File: src/rtl/wb_stream_writer_master_if.sv
// Stream-sink and Wishbone write-master signal bundle for wb_stream_writer_master.
// The master modport is the writer's view; slave is the stream source / bus target side.
interface wb_stream_writer_master_if #(
  parameter int unsigned WB_AW = 32,
  parameter int unsigned WB_DW = 32
);
  logic [WB_DW-1:0]   stream_data;
  logic               stream_valid;
  logic               stream_ready;
  logic [WB_AW-1:0]   wbm_adr;
  logic [WB_DW-1:0]   wbm_dat_w;
  logic [WB_DW/8-1:0] wbm_sel;
  logic               wbm_we;
  logic               wbm_cyc;
  logic               wbm_stb;
  logic [2:0]         wbm_cti;
  logic [1:0]         wbm_bte;
  logic [WB_DW-1:0]   wbm_dat_r;
  logic               wbm_ack;
  logic               wbm_err;

  modport master (
    input  stream_data, stream_valid, wbm_dat_r, wbm_ack, wbm_err,
    output stream_ready, wbm_adr, wbm_dat_w, wbm_sel, wbm_we, wbm_cyc, wbm_stb, wbm_cti,
           wbm_bte
  );

  modport slave (
    output stream_data, stream_valid, wbm_dat_r, wbm_ack, wbm_err,
    input  stream_ready, wbm_adr, wbm_dat_w, wbm_sel, wbm_we, wbm_cyc, wbm_stb, wbm_cti,
           wbm_bte
  );
endinterface

File: src/rtl/wb_stream_writer_master.sv
// Stream-to-Wishbone writer: FIFO sink drained into a circular buffer as incrementing bursts.
// Define WB_STREAM_WRITER_CLASSIC_EN for classic single writes with an idle cycle between beats.
module wb_stream_writer_master #(
  parameter int unsigned WB_AW   = 32,
  parameter int unsigned WB_DW   = 32,
  parameter int unsigned FIFO_AW = 5
) (
  input  logic                      wb_clk_i,
  input  logic                      wb_rst_i,
  wb_stream_writer_master_if.master bus,
  input  logic                      enable,
  input  logic [WB_AW-1:0]          start_adr,
  input  logic [WB_AW-1:0]          buf_size,
  input  logic [WB_AW-1:0]          burst_size,
  output logic                      busy_o,
  output logic                      irq_o,
  output logic                      err_o
);
  localparam int unsigned Depth    = 2 ** FIFO_AW;
  localparam int unsigned AdrShift = $clog2(WB_DW / 8);

  typedef enum logic [1:0] {StIdle, StBurst, StError} state_e;
  state_e state_q, state_d;

  logic [WB_DW-1:0]   mem [Depth];
  logic [FIFO_AW-1:0] wr_ptr_q, rd_ptr_q;
  logic [FIFO_AW:0]   fill_q;
  logic [WB_AW-1:0]   offset_q, offset_d, base_q, base_d, size_q, size_d;
  logic [WB_AW-1:0]   blen_q, blen_d, beat_q, beat_d;
  logic               irq_q, irq_d;
  logic               active, push, pop, ack, err_hit, last;
  logic [WB_AW-1:0]   cur_off, remain, want, blen_eff, fill_ext;

  assign push     = bus.stream_valid && !fill_q[FIFO_AW];
  assign ack      = active && bus.wbm_ack && !bus.wbm_err;
  assign err_hit  = active && bus.wbm_err;
  assign pop      = ack;
  assign last     = (beat_q == blen_q - 1'b1);
  assign fill_ext = WB_AW'(fill_q);

  // A stale offset beyond a shrunken buffer restarts from the base.
  assign cur_off  = (offset_q >= buf_size) ? '0 : offset_q;
  assign remain   = buf_size - cur_off;
  assign want     = (burst_size == '0) ? WB_AW'(1) : burst_size;
  assign blen_eff = (want < remain) ? want : remain;

`ifdef WB_STREAM_WRITER_CLASSIC_EN
  logic gap_q;

  always_ff @(posedge wb_clk_i) begin
    if (wb_rst_i) gap_q <= 1'b0;
    else          gap_q <= ack && !last;
  end

  assign active      = (state_q == StBurst) && !gap_q;
  assign bus.wbm_cti = 3'b000;
`else
  assign active      = (state_q == StBurst);
  assign bus.wbm_cti = active ? (last ? 3'b111 : 3'b010) : 3'b000;
`endif

  assign bus.stream_ready = !fill_q[FIFO_AW];
  assign bus.wbm_cyc      = active;
  assign bus.wbm_stb      = active;
  assign bus.wbm_we       = active;
  assign bus.wbm_sel      = active ? '1 : '0;
  assign bus.wbm_bte      = 2'b00;
  assign bus.wbm_adr      = active ? base_q + (offset_q << AdrShift) : '0;
  assign bus.wbm_dat_w    = active ? mem[rd_ptr_q] : '0;
  assign busy_o           = (state_q == StBurst);
  assign err_o            = (state_q == StError);
  assign irq_o            = irq_q;

  always_comb begin
    state_d  = state_q;
    offset_d = offset_q;
    base_d   = base_q;
    size_d   = size_q;
    blen_d   = blen_q;
    beat_d   = beat_q;
    irq_d    = 1'b0;
    unique case (state_q)
      StIdle: begin
        if (!enable) begin
          offset_d = '0;
        end else if (buf_size != '0 && fill_ext >= blen_eff) begin
          state_d  = StBurst;
          offset_d = cur_off;
          base_d   = start_adr;
          size_d   = buf_size;
          blen_d   = blen_eff;
          beat_d   = '0;
        end
      end
      StBurst: begin
        if (err_hit) begin
          state_d = StError;
        end else if (ack) begin
          beat_d = beat_q + 1'b1;
          if (offset_q + 1'b1 == size_q) begin
            offset_d = '0;
            irq_d    = 1'b1;
          end else begin
            offset_d = offset_q + 1'b1;
          end
          if (last) state_d = StIdle;
        end
      end
      StError: begin
        if (!enable) begin
          state_d  = StIdle;
          offset_d = '0;
        end
      end
      default: state_d = StIdle;
    endcase
  end

  always_ff @(posedge wb_clk_i) begin
    if (push) mem[wr_ptr_q] <= bus.stream_data;
  end

  always_ff @(posedge wb_clk_i) begin
    if (wb_rst_i) begin
      state_q  <= StIdle;
      offset_q <= '0;
      base_q   <= '0;
      size_q   <= '0;
      blen_q   <= '0;
      beat_q   <= '0;
      irq_q    <= 1'b0;
      wr_ptr_q <= '0;
      rd_ptr_q <= '0;
      fill_q   <= '0;
    end else begin
      state_q  <= state_d;
      offset_q <= offset_d;
      base_q   <= base_d;
      size_q   <= size_d;
      blen_q   <= blen_d;
      beat_q   <= beat_d;
      irq_q    <= irq_d;
      if (push) wr_ptr_q <= wr_ptr_q + 1'b1;
      if (pop)  rd_ptr_q <= rd_ptr_q + 1'b1;
      unique case ({push, pop})
        2'b10:   fill_q <= fill_q + 1'b1;
        2'b01:   fill_q <= fill_q - 1'b1;
        default: fill_q <= fill_q;
      endcase
    end
  end
endmodule
File: src/flat_wrapper.sv
// flat-port wrapper written by rule: the top's interface ports become plain ports
module wb_stream_writer_master_flat 
#(
  parameter int unsigned WB_AW   = 32,
  parameter int unsigned WB_DW   = 32,
  parameter int unsigned FIFO_AW = 5
)
  (wb_clk_i, wb_rst_i, enable, start_adr, buf_size, burst_size, busy_o, irq_o, err_o, bus_stream_data, bus_stream_valid, bus_wbm_dat_r, bus_wbm_ack, bus_wbm_err, bus_stream_ready, bus_wbm_adr, bus_wbm_dat_w, bus_wbm_sel, bus_wbm_we, bus_wbm_cyc, bus_wbm_stb, bus_wbm_cti, bus_wbm_bte);
  wb_stream_writer_master_if #(.WB_AW(WB_AW), .WB_DW(WB_DW)) bus_i ();
  input  logic wb_clk_i;
  input  logic wb_rst_i;
  input  logic enable;
  input  logic [WB_AW-1:0] start_adr;
  input  logic [WB_AW-1:0] buf_size;
  input  logic [WB_AW-1:0] burst_size;
  output logic busy_o;
  output logic irq_o;
  output logic err_o;
  input wire logic [$bits(bus_i.stream_data)-1:0] bus_stream_data;
  input wire logic [$bits(bus_i.stream_valid)-1:0] bus_stream_valid;
  input wire logic [$bits(bus_i.wbm_dat_r)-1:0] bus_wbm_dat_r;
  input wire logic [$bits(bus_i.wbm_ack)-1:0] bus_wbm_ack;
  input wire logic [$bits(bus_i.wbm_err)-1:0] bus_wbm_err;
  output wire logic [$bits(bus_i.stream_ready)-1:0] bus_stream_ready;
  output wire logic [$bits(bus_i.wbm_adr)-1:0] bus_wbm_adr;
  output wire logic [$bits(bus_i.wbm_dat_w)-1:0] bus_wbm_dat_w;
  output wire logic [$bits(bus_i.wbm_sel)-1:0] bus_wbm_sel;
  output wire logic [$bits(bus_i.wbm_we)-1:0] bus_wbm_we;
  output wire logic [$bits(bus_i.wbm_cyc)-1:0] bus_wbm_cyc;
  output wire logic [$bits(bus_i.wbm_stb)-1:0] bus_wbm_stb;
  output wire logic [$bits(bus_i.wbm_cti)-1:0] bus_wbm_cti;
  output wire logic [$bits(bus_i.wbm_bte)-1:0] bus_wbm_bte;
  assign bus_i.stream_data = bus_stream_data;
  assign bus_i.stream_valid = bus_stream_valid;
  assign bus_i.wbm_dat_r = bus_wbm_dat_r;
  assign bus_i.wbm_ack = bus_wbm_ack;
  assign bus_i.wbm_err = bus_wbm_err;
  assign bus_stream_ready = bus_i.stream_ready;
  assign bus_wbm_adr = bus_i.wbm_adr;
  assign bus_wbm_dat_w = bus_i.wbm_dat_w;
  assign bus_wbm_sel = bus_i.wbm_sel;
  assign bus_wbm_we = bus_i.wbm_we;
  assign bus_wbm_cyc = bus_i.wbm_cyc;
  assign bus_wbm_stb = bus_i.wbm_stb;
  assign bus_wbm_cti = bus_i.wbm_cti;
  assign bus_wbm_bte = bus_i.wbm_bte;
  wb_stream_writer_master #(.WB_AW(WB_AW), .WB_DW(WB_DW), .FIFO_AW(FIFO_AW)) u_core (.wb_clk_i(wb_clk_i), .wb_rst_i(wb_rst_i), .bus(bus_i), .enable(enable), .start_adr(start_adr), .buf_size(buf_size), .burst_size(burst_size), .busy_o(busy_o), .irq_o(irq_o), .err_o(err_o));
endmodule
File: config.mk
export PLATFORM = sky130hd
export DESIGN_NAME = wb_stream_writer_master_flat
export DESIGN_NICKNAME = d
export VERILOG_FILES = /design/src/rtl/wb_stream_writer_master_if.sv /design/src/rtl/wb_stream_writer_master.sv /design/src/flat_wrapper.sv
export SDC_FILE = /design/constraint.sdc
export NUM_CORES = 2
export LEC_CHECK = 0
export ABC_CLOCK_PERIOD_IN_PS = 13100
export CAP_MARGIN = 5
export CORE_AREA = 2 2 371 373
export CTS_CLUSTER_SIZE = 8
export DETAILED_ROUTE_END_ITERATION = 7
export DIE_AREA = 0 0 373 375
export HOLD_SLACK_MARGIN = 0.02
export PLACE_DENSITY = 0.56
export SKIP_LAST_GASP = 1
export SLEW_MARGIN = 30
export SYNTH_ARGS = -nofsm -noshare
export SYNTH_HDL_FRONTEND = slang
export SYNTH_SLANG_ARGS = --single-unit
export TNS_END_PERCENT = 1
File: constraint.sdc
create_clock -name wb_clk_i -period 13.1 [get_ports wb_clk_i]
set_clock_uncertainty 0.1 [all_clocks]
set_input_delay 3.275 -clock wb_clk_i [delete_from_list [all_inputs] [get_ports wb_clk_i]]
set_output_delay 3.275 -clock wb_clk_i [all_outputs]
set_load 0.05 [all_outputs]
# Word level (Yosys, flattened, before mapping)
# Memory sizes are Yosys's and may differ from the RTL's. A register that Yosys moved wholly into a read port is not among the register bits.
# Index checks and enable logic that the tools add are counted.
[classes]
muxes = 33
order_cmp = 3
n_reduce_logical = 18
addsub = 9
eq_ne = 14
bitwise_logic = 2
[ops]
columns = ["op", "count"]
rows = [
  ["$mux W32", 15],
  ["$pmux W32 S3", 1],
  ["$add A32 B1 Y32 const B", 2],
  ["$eq A32 B32 Y1", 2],
  ["$pmux W32 S2", 1],
  ["$add A32 B32 Y32", 1],
  ["$ge A32 B32 Y1", 1],
  ["$ge A6 B32 Y1", 1],
  ["$logic_not A32 Y1", 1],
  ["$lt A32 B32 Y1", 1],
  ["$reduce_bool A32 Y1", 1],
  ["$sub A32 B1 Y32 const B", 1],
  ["$sub A32 B32 Y32", 1],
  ["$reduce_and A5 Y1", 3],
  ["$mux W2", 6],
  ["$pmux W6 S2", 1],
  ["$add A5 B1 Y5 const B", 2],
  ["$mux W5", 2],
  ["$ne A2 B2 Y1 const B", 4],
  ["$add A6 B1 Y6 const B", 1],
  ["$mux W3", 2],
  ["$ne A3 B3 Y1 const B", 2],
  ["$pmux W2 S3", 1],
  ["$sub A6 B1 Y6 const B", 1],
  ["14 further kinds", 25],
]
[word_totals]
word_cells = 90
ff_bits = 179
ramBits = 1024
input_bits = 166
mem_count = 1
output_inout_bits = 80
[mem_list]
columns = ["memory", "depth", "width", "read_ports", "rd_clocked_by_memory_dff", "write_ports", "line_no", "source"]
rows = [
  ["u_core.mem", 32, 32, 1, 1, 1, "wb_stream_writer_master.sv:25", "logic [WB_DW-1:0] mem [Depth];"],
]

# Longest topological paths before layout
[depth]
ltp_word = 10
ltp_mapped = 43
depth_no_buf = 40

# Worst setup path before layout
# No wires, ideal clock.
[synth_timing]
path_type = "input to register"
startpoint = "input buf_size[0]"
endpoint = "register u_core.offset_q[19]"
arrival_ns = 11.642
setup_time_ns = 0.114
n_path_buf = 4
required_ns = 12.886
setup_slack_ns = 1.245
path_stages = 41
path_cell_list = "ha_1 nand2b_1 a2111o_1 a211oi_1 o211ai_1 a21oi_1 clkbuf_1 nand2_1 fa_1 a211o_1 a211oi_2 or4_1 a21oi_1 nor2_1 o21ai_0 xnor2_1 inv_1 ha_1 (+5 left out) o211a_1 buf_6 mux2i_1 ha_1 o21ai_0 o21ai_0 o211ai_1 a21oi_1 nand2_1 nand4b_1 or4_1 or4b_4 o2111ai_2 nand2_2 o21a_1 buf_6 buf_6 a21o_1"
[synth_between]
elab_chain_cells = 9
elab_cells_between_ends = 13
cone_classes = "add/sub (1); order compare (3); eq/ne (1); mux (5); reduce/logical (3)"
[synth_lines]
columns = ["element", "line_no", "source"]
rows = [
  ["start, declared", "flat_wrapper.sv:14", "input logic [WB_AW-1:0] buf_size;"],
  ["$ge A32 B32 Y1", "wb_stream_writer_master.sv:42", "assign cur_off = (offset_q >= buf_size) ? '0 : offset_q;"],
  ["$mux W32", "wb_stream_writer_master.sv:42", ""],
  ["$sub A32 B32 Y32", "wb_stream_writer_master.sv:43", "assign remain = buf_size - cur_off;"],
  ["$lt A32 B32 Y1", "wb_stream_writer_master.sv:45", "assign blen_eff = (want < remain) ? want : remain;"],
  ["$mux W32", "wb_stream_writer_master.sv:45", ""],
  ["$ge A6 B32 Y1", "wb_stream_writer_master.sv:86", "end else if (buf_size != '0 && fill_ext >= blen_eff) begin"],
  ["$logic_and A1 B1 Y1", "wb_stream_writer_master.sv:86", ""],
  ["$ne A3 B2 Y1 (no source line)", "-", ""],
  ["$reduce_and A5 Y1 (no source line)", "-", ""],
  ["end signal, assigned", "wb_stream_writer_master.sv:137", "offset_q <= offset_d;"],
  ["end, declared", "wb_stream_writer_master.sv:28", "logic [WB_AW-1:0] offset_q, offset_d, base_q, base_d, size_q, size_d;"],
]
# Parallel ways exist; a longest one is shown, timed or not. The select of a mux whose other input is x is not followed.
# A chain may end at the register's enable or synchronous reset.

# Final worst setup path
[layout_timing]
startpoint = "input buf_size[17]"
endpoint = "register u_core.base_q[4]"
[layout_between]
elab_chain_cells = 8
elab_cells_between_ends = 9
cone_classes = "add/sub (1); order compare (3); mux (2); reduce/logical (3)"
[layout_lines]
columns = ["element", "line_no", "source"]
rows = [
  ["$ge A32 B32 Y1", "wb_stream_writer_master.sv:42", ""],
  ["$mux W32", "wb_stream_writer_master.sv:42", ""],
  ["$sub A32 B32 Y32", "wb_stream_writer_master.sv:43", ""],
  ["$lt A32 B32 Y1", "wb_stream_writer_master.sv:45", ""],
  ["$mux W32", "wb_stream_writer_master.sv:45", ""],
  ["$ge A6 B32 Y1", "wb_stream_writer_master.sv:86", ""],
  ["$logic_and A1 B1 Y1 *", "wb_stream_writer_master.sv:86", ""],
  ["$reduce_and A3 Y1 (no source line) *", "-", ""],
  ["end signal, assigned", "wb_stream_writer_master.sv:138", "base_q <= base_d;"],
  ["end, declared", "wb_stream_writer_master.sv:28", ""],
]
# Every way passes the cells marked *; elsewhere a longest branch is shown, timed or not.

==> impl_metrics.py <==
metrics = {
    "floorplan": {
        "die_w_um": 373,
        "dieArea_um2": 139900,
        "core_um2": 136300,
        "fp.dieH_um": 375,
        "start_util_pct": 39.68,
        "rows": 136,
        "ioPinCount": 246,
    },
    "logic_synthesis": {
        "synthCells": 3479,
        "synth_area_um2": 54080,
        "yosysSeqAreaShare_pct": 63.67,
        "synth_flop_cell": "edfxtp_1",
        "ys_ff_latch": 1208,
        "synth_edf_count": 1024,
        "yosysWarningCount": 0,
        "synthArstFlopShare_pct": 0,
        "yosys.cell_types.count": 85,
        "synth_area_per_cell_um2": 15.55,
    },
    "drt": {
        "drt_pre_antenna_iters": 5,
        "drtIter0Drc": 2677,
        "wl_per_cell_um": 24.90,
        "drc": 0,
        "drtAntennaViolNets": 0,
        "viasPerCell": 5.617,
        "vias": 32140,
        "wirelength_mm": 142.5,
    },
    "setup_path": {
        "worstPathArrival_ns": 13.26,
        "crit_slowest_cell": "or4b_4",
        "cp-end-kind": "flop",
        "worst_path_most_repeated_cell": "ha_1",
        "crit_required_ns": 13.65,
        "worstSetupStartpointType": "primary input",
        "crit_fanout": 32,
        "crit_type": "primary input to flop",
        "max_stage_delay_ns": 0.55,
    },
    "sta": {
        "drv_slew": 0,
        "fin_crit_sh_pct": 97.04,
        "max_freq_mhz": 78.66,
        "setup_viol": 0,
        "tightest_slew_ns": 0.9655,
        "finalCriticalPeriod_ns": 12.71,
        "hold_violations": 0,
        "max_slew_margin_pct": 35.14,
    },
    "placed_design": {
        "postPlaceCellArea_um2": 59600,
        "port_buffers": 211,
        "hpwl_mm": 86.10,
        "place_congestion": 0.8688,
        "dp.cells": 5496,
    },
    "cts": {
        "numCtsBuffers": 170,
        "ctsHtreeMaxLevel": 4,
        "clock_latency_ns": 0.80,
        "holdBufCountCts": 0,
        "root_buffer": "clkbuf_16",
        "cts_tree": "built",
        "clockBufferDepth": 3,
        "cts.sink_count": 1208,
        "path_clk_slew_ns": 0.05,
    },
    "layout": {
        "nets": 4199,
        "final_util_pct": 47.28,
        "final_cell_mix": "edfxtp_1, mux4_2, buf_4",
        "layoutNonFillerInstCount": 5722,
        "area_growth_pct": 19.16,
        "final_common_cell": "edfxtp_1",
        "final_cell_area_um2": 64450,
        "nFillCells": 11740,
        "drive_gt1_share_pct": 21.93,
    },
    "outcome": {
        "status": "finished, final reports clean",
    },
    "grt": {
        "grt.total_usage_pct": 20.19,
        "grt_pass1_vias": 32270,
        "grt_antenna_before_repair": 9,
        "grt_pass1_wl_mm": 209.8,
        "overflow": 0,
        "grt_max_degree": 102,
    },
    "run": {
        "drv_cap": 0,
    },
    "power_and_ir_drop": {
        "power_leakage_nw": 22.13,
        "peakVddDrop_uv": 117.4,
        "powerDensity_nw_per_um2": 131.9,
    },
    "worst_hold_path": {
        "min_path_type": "flop to flop",
    },
}
layout make-up:
cell class | count | area (um^2) | area share, %
timing repair buffer | 455 | 3958 | 6.141
antenna | 1 | 2.502 | 0.003883
clock inverter | 16 | 315.3 | 0.4892
clock buffer | 198 | 4390 | 6.813
inverter | 91 | 344.1 | 0.5339
multi-input combinational | 1959 | 18740 | 29.08
tap | 1794 | 2245 | 3.483
sequential | 1208 | 34450 | 53.46
worst paths after layout:
| check | start | end | slack (ns) | depth (start not counted) |
|---|---|---|---|---|
| worst min-delay path | u_core.blen_q[31] | u_core.blen_q[31] | 0.39 | 1 |
| worst max register to register | u_core.offset_q[0] | u_core.base_q[4] | 2.68 | 44 |
| worst max-delay path | buf_size[17] | u_core.base_q[4] | 0.39 | 46 |
| worst min register to register | u_core.blen_q[31] | u_core.blen_q[31] | 0.39 | 1 |
cells in the mapped netlist, types with 68 or more instances:
cell | n | area share [%]
ha_1 | 145 | 3.4
nor2_1 | 263 | 1.8
nand2_1 | 128 | 0.89
dfxtp_1 | 184 | 6.8
mux2i_1 | 110 | 2.0
edfxtp_1 | 1024 | 57
xor2_1 | 68 | 1.1
a21oi_1 | 92 | 0.85
xnor2_1 | 84 | 1.4
inv_1 | 89 | 0.62
o21ai_0 | 87 | 0.81
mux4_2 | 320 | 13
clkbuf_1 | 164 | 1.1
metal layers:
metal  up-vias  global-route usage (%)  share of wire [%]  routed length [um]
li1      14520                       -                  -                   -
met1     16470                   27.52                 44               62040
met2       942                   33.10                 48               69020
met3       199                   3.811                5.8                8270
met4         8                   5.668                2.2                3124
met5         -                       0              0.036                  51
power breakdown:
part           internal (mW)  switching [mW]
clock                   2.36            1.59
combinational          0.145           0.201
sequential              4.19         0.00521
kinds of logic (layout without fill, tap and decap cells):
kind of cell | count (synthesis) | in the layout | synth area share (%)
flip-flops | 1208 | 1208 | 63.67
AND/OR/NAND/NOR | 788 | 788 | 7.264
AO/OA/AOI/OAI | 436 | 436 | 5.397
multiplexers | 433 | 433 | 15.42
buffers and inverters | 313 | 760 | 2.316
XOR/XNOR | 152 | 152 | 2.461
adder cells (fa/ha/maj) | 148 | 148 | 3.466
other | 1 | 3 | 0.006934
registers in the layout (all words and copies together), names as in the netlist, named ones only:
| name | count |
|---|---|
| u_core.irq_o | 1 |
| u_core.beat_q | 32 |
| u_core.offset_q | 32 |
| u_core.base_q | 32 |
| u_core.state_q | 2 |
| u_core.fill_q | 6 |
| u_core.wr_ptr_q | 5 |
| u_core.rd_ptr_q | 5 |
| u_core.blen_q | 32 |
| u_core.mem | 1024 |
| u_core.size_q | 32 |
repair_timing:
item | 4_1_cts | 5_1_grt
resized for setup | 0 | 32
endpoints found under the hold margin | 0 | 0
buffers inserted | 0 | 6
setup endpoints to repair | 0 | 162
critical path: cells and delay by family:
family                   cells  cell delay [ns]
AND/OR/NAND/NOR             13             3.26
AO/OA/AOI/OAI               16             2.76
buffers and inverters        9             1.74
adder cells (fa/ha/maj)      5             1.46
multiplexers                 2             0.43
XOR/XNOR                     1             0.24
stage by stage:
stage | power, mW | TNS [ns] | hold WS [ns] | setup WS, ns
after floorplan | 4.416 | 0 | 0.3527 | 1.245
after global placement | 4.615 | -78.27 | 0.3691 | -0.5491
after detailed placement | 4.618 | -102.91 | 0.3868 | -0.7122
after CTS | 8.585 | 0 | 0.3947 | 0.08233
after global routing | 8.774 | -0.6362 | 0.4149 | -0.04138
final | 8.501 | 0 | 0.3899 | 0.3872
Power figures use the tool's default switching activity.
